<file path="src/rtl/stream_mux_pkg.sv">
// Shared types and the wrap-around first-set search used by the stream_mux round-robin arbiter.
package stream_mux_pkg;

    typedef enum logic {MODE_SEL = 1'b0, MODE_RR = 1'b1} mux_mode_e;

    localparam int MAX_N     = 16;
    localparam int MAX_SEL_W = 4;

    // Returns the first requesting index at or after ptr (wrapping modulo n), or -1 if none.
    function automatic int rr_first_idx(
        input logic [MAX_N-1:0] req,
        input int               ptr,
        input int               n
    );
        int first;
        int idx;
        first = -1;
        // Descending scan: the candidate nearest to ptr is written last and wins.
        for (int off = MAX_N - 1; off >= 0; off--) begin
            if (off < n) begin
                idx = ptr + off;
                if (idx >= n) begin
                    idx = idx - n;
                end
                if (req[idx[MAX_SEL_W-1:0]]) begin
                    first = idx;
                end
            end
        end
        return first;
    endfunction

endpackage

</file>
<file path="src/rtl/rr_arbiter.sv">
// Round-robin arbiter: wrap-around first-set grant starting at an internal pointer,
// which moves past the granted channel when the caller reports a completed transfer.
module rr_arbiter
    import stream_mux_pkg::*;
#(
    parameter int N_IN  = 4,
    parameter int SEL_W = $clog2(N_IN)
) (
    input  logic             clk,
    input  logic             rst_n,
    input  logic [N_IN-1:0]  req,
    input  logic             enable,
    input  logic             advance,
    output logic [N_IN-1:0]  grant,
    output logic [SEL_W-1:0] grant_idx
);

    logic [SEL_W-1:0] r_ptr;
    logic [SEL_W-1:0] w_ptr_next;
    logic [MAX_N-1:0] w_req_ext;
    int               w_first;

    always_comb begin
        w_req_ext            = '0;
        w_req_ext[N_IN-1:0]  = req;
        w_first              = rr_first_idx(w_req_ext, int'(r_ptr), N_IN);
        grant                = '0;
        grant_idx            = '0;
        if (enable && (w_first >= 0)) begin
            grant[w_first[SEL_W-1:0]] = 1'b1;
            grant_idx                 = w_first[SEL_W-1:0];
        end
    end

    always_comb begin
        w_ptr_next = r_ptr;
        if (advance) begin
            w_ptr_next = (int'(grant_idx) == N_IN - 1) ? '0 : grant_idx + SEL_W'(1);
        end
    end

    always_ff @(posedge clk or negedge rst_n) begin
        if (!rst_n) begin
            r_ptr <= '0;
        end else begin
            r_ptr <= w_ptr_next;
        end
    end

endmodule

</file>
<file path="src/rtl/stream_mux.sv">
// N-input registered stream multiplexer with valid/ready on every port; the grant comes
// from an explicit select or from round-robin arbitration, and feeds one output register.
module stream_mux
    import stream_mux_pkg::*;
#(
    parameter int WIDTH = 8,
    parameter int N_IN  = 4,
    parameter int SEL_W = $clog2(N_IN)
) (
    input  logic                  clk,
    input  logic                  rst_n,
    input  logic                  mode,
    input  logic [SEL_W-1:0]      select,
    input  logic [N_IN*WIDTH-1:0] in_data,
    input  logic [N_IN-1:0]       in_valid,
    output logic [N_IN-1:0]       in_ready,
    output logic [WIDTH-1:0]      out_data,
    output logic [SEL_W-1:0]      out_src,
    output logic                  out_valid,
    input  logic                  out_ready
);

    logic             w_mode_rr;
    logic             w_load;
    logic             w_xfer;
    logic [N_IN-1:0]  w_rr_grant;
    logic [N_IN-1:0]  w_sel_grant;
    logic [N_IN-1:0]  w_grant;
    logic [SEL_W-1:0] w_rr_idx;
    logic [SEL_W-1:0] w_grant_idx;
    logic [WIDTH-1:0] w_grant_data;

    logic             r_out_valid;
    logic [WIDTH-1:0] r_out_data;
    logic [SEL_W-1:0] r_out_src;

    assign w_mode_rr = (mux_mode_e'(mode) == MODE_RR);

    rr_arbiter #(
        .N_IN  (N_IN),
        .SEL_W (SEL_W)
    ) u_rr_arbiter (
        .clk       (clk),
        .rst_n     (rst_n),
        .req       (in_valid),
        .enable    (w_mode_rr),
        .advance   (w_xfer && w_mode_rr),
        .grant     (w_rr_grant),
        .grant_idx (w_rr_idx)
    );

    // An out-of-range select matches no channel, so it yields no grant.
    always_comb begin
        w_sel_grant = '0;
        for (int i = 0; i < N_IN; i++) begin
            if (select == SEL_W'(i)) begin
                w_sel_grant[i] = in_valid[i];
            end
        end
    end

    assign w_grant     = w_mode_rr ? w_rr_grant : w_sel_grant;
    assign w_grant_idx = w_mode_rr ? w_rr_idx : select;

    // No acknowledge while reset holds the output register, else that beat would be lost.
    assign w_load   = rst_n && (!r_out_valid || out_ready);
    assign w_xfer   = w_load && (|w_grant);
    assign in_ready = w_grant & {N_IN{w_load}};

    always_comb begin
        w_grant_data = '0;
        for (int i = 0; i < N_IN; i++) begin
            if (w_grant[i]) begin
                w_grant_data |= in_data[i*WIDTH +: WIDTH];
            end
        end
    end

    always_ff @(posedge clk or negedge rst_n) begin
        if (!rst_n) begin
            r_out_valid <= 1'b0;
            r_out_data  <= '0;
            r_out_src   <= '0;
        end else if (w_load) begin
            if (|w_grant) begin
                r_out_valid <= 1'b1;
                r_out_data  <= w_grant_data;
                r_out_src   <= w_grant_idx;
            end else begin
                r_out_valid <= 1'b0;
            end
        end
    end

    assign out_valid = r_out_valid;
    assign out_data  = r_out_data;
    assign out_src   = r_out_src;

endmodule

</file>
<file path="config.mk">
export PLATFORM = sky130hd
export DESIGN_NAME = stream_mux
export DESIGN_NICKNAME = d
export VERILOG_FILES = /design/src/rtl/stream_mux_pkg.sv /design/src/rtl/rr_arbiter.sv /design/src/rtl/stream_mux.sv
export SDC_FILE = /design/constraint.sdc
export NUM_CORES = 1
export LEC_CHECK = 0
export BUFFER_PORTS_ARGS = -buffer_cell sky130_fd_sc_hd__buf_2
export CORE_AREA = 2 2 75 77
export DETAILED_ROUTE_END_ITERATION = 10
export DIE_AREA = 0 0 77 79
export GPL_TIMING_DRIVEN = 0
export SYNTH_ARGS = -nofsm -noshare
export SYNTH_HDL_FRONTEND = slang
export SYNTH_SLANG_ARGS = --single-unit
</file>
<file path="constraint.sdc">
create_clock -name clk -period 7.1 [get_ports clk]
set_input_delay 0.71 -clock clk [delete_from_list [all_inputs] [get_ports clk]]
set_output_delay 0.71 -clock clk [all_outputs]
set_load 0.01 [all_outputs]
</file>
==> reports/metrics.yaml <==
synth.net_count: 239
final_common_cell: "buf_2"
total_drc_errors_in_the_routed_layout: 0
critical_path_arrival_ns: 3.15
grt_start_max_net_pins: 16
grtUsageMet3_pct: 2.273
endpoints_failing_setup: 0
maximum_count_of_clock_buffers_along_a_single_path: 2
floorplan.rows: 27
compound_gate_fraction_of_synth_area_pct: 44.40
avgSynthCellArea_sq_um: 9.013
holdCritPathClass: "in -> async"
final_period_minus_worst_setup_slack_ns: 3.858
grt_busiest_layer: "met2"
synth.area.top_cells: "dfrtp_1, a22o_2, a41oi_2"
synth_flop_cell: "dfrtp_1"
drt_pass_1_iters: 4
ctsHtreeMaxLevel: 1
run_status: "finished, final reports clean"
post_synth_inst_count: 192
total_leakage_power_nw: 0.9439
post_synth_edffs: 0
clock_sink_count: 13
clk_pin_slew_worst_paths_ns: 0.06
via_count: 1839
crit_path_cell_trace: "buf_6 > inv_1 > ha_1 > nor2b_1 > a221oi_1 > o21a_2 > nor2_1 > nor4_1 > o21a_1 > buf_2"
worst_pin_slew_ns: 1.433
fin_setup_tns_ns: 0
num_io_pins: 57
antenna_cells_inserted: 0
worst_ep_required_time_ns: 6.39
report.power.total_w: 0.0008845
clock.fmax_mhz: 259.2
mostFrequentLayoutCells: "buf_2, o21ai_0, nor2_1, a21oi_1, dfrtp_1"
cts_setup_buffers: 0
slew_headroom_pct: 3.710
synth.ff_latch_count: 13
nets: 299
synthesis.yosys.warnings: 0
yosys.area_share.simple_pct: 19.67
setup.worst_path.class: "reg -> out"
rsz_0062_raised_after_global_routing: "false"
combPwrFrac_pct: 75.9
chipHeight_microns: 79
postRouteAntennaNets: 0
globalRouteTotalUtil_pct: 19.21
worst_path_max_delay_cell: "ha_1"
worst-path-buf-inv: 3
synth.lib_cells_used.distinct: 58
fin_crit_sh_pct: 54.34
critPathMaxStageDelay_ns: 0.48
drt-initial-drc-count: 147
power.switching_fraction_pct: 50.45
dpl-instance-area_sq_um: 2096
globalRoute.totalOverflow: 0
irDropWorstVdd_uv: 221.4
floorplan.initialDensity_pct: 32.42
number_of_pins_exceeding_their_max_slew_limit_in_the_final_report: 0
floorplan.die_area_sq_um: 6083
final_routed_wirelength_across_all_metal_layers_mm: 5.656
netSwitchingPower_w: 0.0004462
cts_tree: "yes"
routed_wire_length_per_instance_microns: 17.51
gp_congestion: 0.8566
core_area_sq_um: 5338
ctsHoldBuffers: 0
syn2layout_area_growth_pct: 23.72
postLayoutCoreUtil_pct: 40.11
internal_power_w: 0.0004382
power.share.sequential_pct: 16.3
clock-skew-final_ns: 0.001200
p_clk_share_pct: 7.7
ys_seq_area_share_pct: 18.80
post-synth-top-area-cell: "dfrtp_1"
worst_path_dominant_cell_family: "compound AO/OA/AOI/OAI gates"
timing.max_cap.violations: 0
dominant_combinational_cell_family_by_area_after_synthesis: "compound AO/OA/AOI/OAI gates"
synth_top_cell_area_share_pct: 18.80
fill_count: 578
mappedNetlistArea_sq_um: 1730
total_of_cells_resized_after_clock_tree_synthesis: 0
routed_via_density: 5.693
worst_setup_path_start_kind: "flop"
crit_fanout: 10
io_buffer_count: 55
p_per_area_nw_per_um2: 413.1
synth_adder_area_share_pct: 3.615
worst_skew_pair.late_latency_ns: 0.25
worstSetupEndpointType: "primary output"
first_pass_grt_wire_length_mm: 9.473
dpl.hpwl_mm: 4.220
gr_layer_usage_met1_pct: 27.26
cts-root-buf: "clkbuf_8"
yosys.area_share.xor_xnor_pct: 0.5061
via_count_of_the_first_global_routing_pass: 1891
number_of_antenna_violations_at_the_first_check_in_global_routing: 0
muxShareOfSynthArea_pct: 5.857
cts_made_buffers: 3
die_w_microns: 77
met2_usage_pct: 30.70
hold_violations: 0
fraction_of_final_layout_cells_with_drive_strength_greater_than_1_pct: 43.82
synth-async-reset-ratio_pct: 100.0
finalInstanceArea_sq_um: 2141
[synthesized netlist by cell type (2+ instances only)]
cell type / count
nor2_1: 13
inv_1: 7
clkbuf_1: 3
and3_2: 6
nor3_1: 2
a211o_1: 7
a22o_1: 4
ha_1: 5
dfrtp_1: 13
nand2_1: 4
o21ai_0: 13
a41oi_2: 7
nor4_1: 2
and3_1: 3
buf_6: 4
a21oi_1: 13
a21boi_0: 9
mux2i_1: 3
buf_2: 2
nor2b_1: 3
o211a_1: 2
mux2_2: 3
a22o_2: 12
o21ai_1: 7
o21a_1: 4
nand3_1: 9
[layout make-up]
cell class / instances / area (sq um) / share of cell area, %
inverters: 7 / 26.28 / 1.227
multi-input cells: 160 / 1281 / 59.85
plain buffers: 12 / 97.59 / 4.559
repair buffers: 55 / 275.3 / 12.86
flip-flops and latches: 13 / 325.3 / 15.20
clock buffers: 4 / 45.04 / 2.104
well taps: 72 / 90.09 / 4.208
[per-layer routing]
layer	wire, microns	share of wire [%]
met1	2660	47
met2	2561	45
met3	378	6.7
met4	57	1.0
met5	0	0
[registers in the layout, summed over array words and instances, names as in the netlist]
signal and flops:
out_src 2, out_valid 1, out_data 8, u_rr_arbiter.r_ptr 2
[power by group through the flow]
stage	clock network, W	logic (W)	registers [W]
floorplan	0	0.000482	0.000154
global placement	0	0.000658	0.000145
detailed placement	0	0.000668	0.000145
CTS	0.0000689	0.000669	0.000144
global route	0.0000743	0.000733	0.000149
finish	0.0000683	0.000672	0.000145
[final timing paths]
kind	from	endpoint	slack, ns	cells after the start
max in group asynchronous	rst_n	out_data[0]	6.49	1
max reg2reg	u_rr_arbiter.r_ptr[0]	out_data[6]	4.13	10
min reg2reg	out_valid	out_valid	0.51	1
max	u_rr_arbiter.r_ptr[0]	in_ready[2]	3.24	10
min in group clk	out_valid	out_valid	0.51	1
min	rst_n	out_src[0]	0.36	1
[worst register-to-register path, stage by stage (launching register included)]
cell and delay [ns]:
dfrtp_1 0.47, buf_6 0.19, inv_1 0.11, ha_1 0.48, nor2b_1 0.08, a221oi_1 0.48, o21ai_1 0.26, buf_2 0.25
a21boi_0 0.20, o21ai_1 0.10, a41oi_1 0.26
[cells by family (layout without fill, tap and decap cells)]
group,after synthesis,in the layout
compound gates,93,93
simple gates,53,53
buf+inv,19,78
flops,13,13
mux,8,8
fa+ha+maj,5,5
xor+xnor,1,1
[per-stage QoR]
step                instances  worst slack, ns  hold WS, ns
floorplan                 192            4.038       0.4144
global placement          319            3.566       0.4905
detailed placement        319            3.557       0.4912
CTS                       323            3.295       0.3772
global route              323            3.014       0.3893
finish                    323            3.242       0.3604
Note: power is estimated with default switching activity, not from simulation.
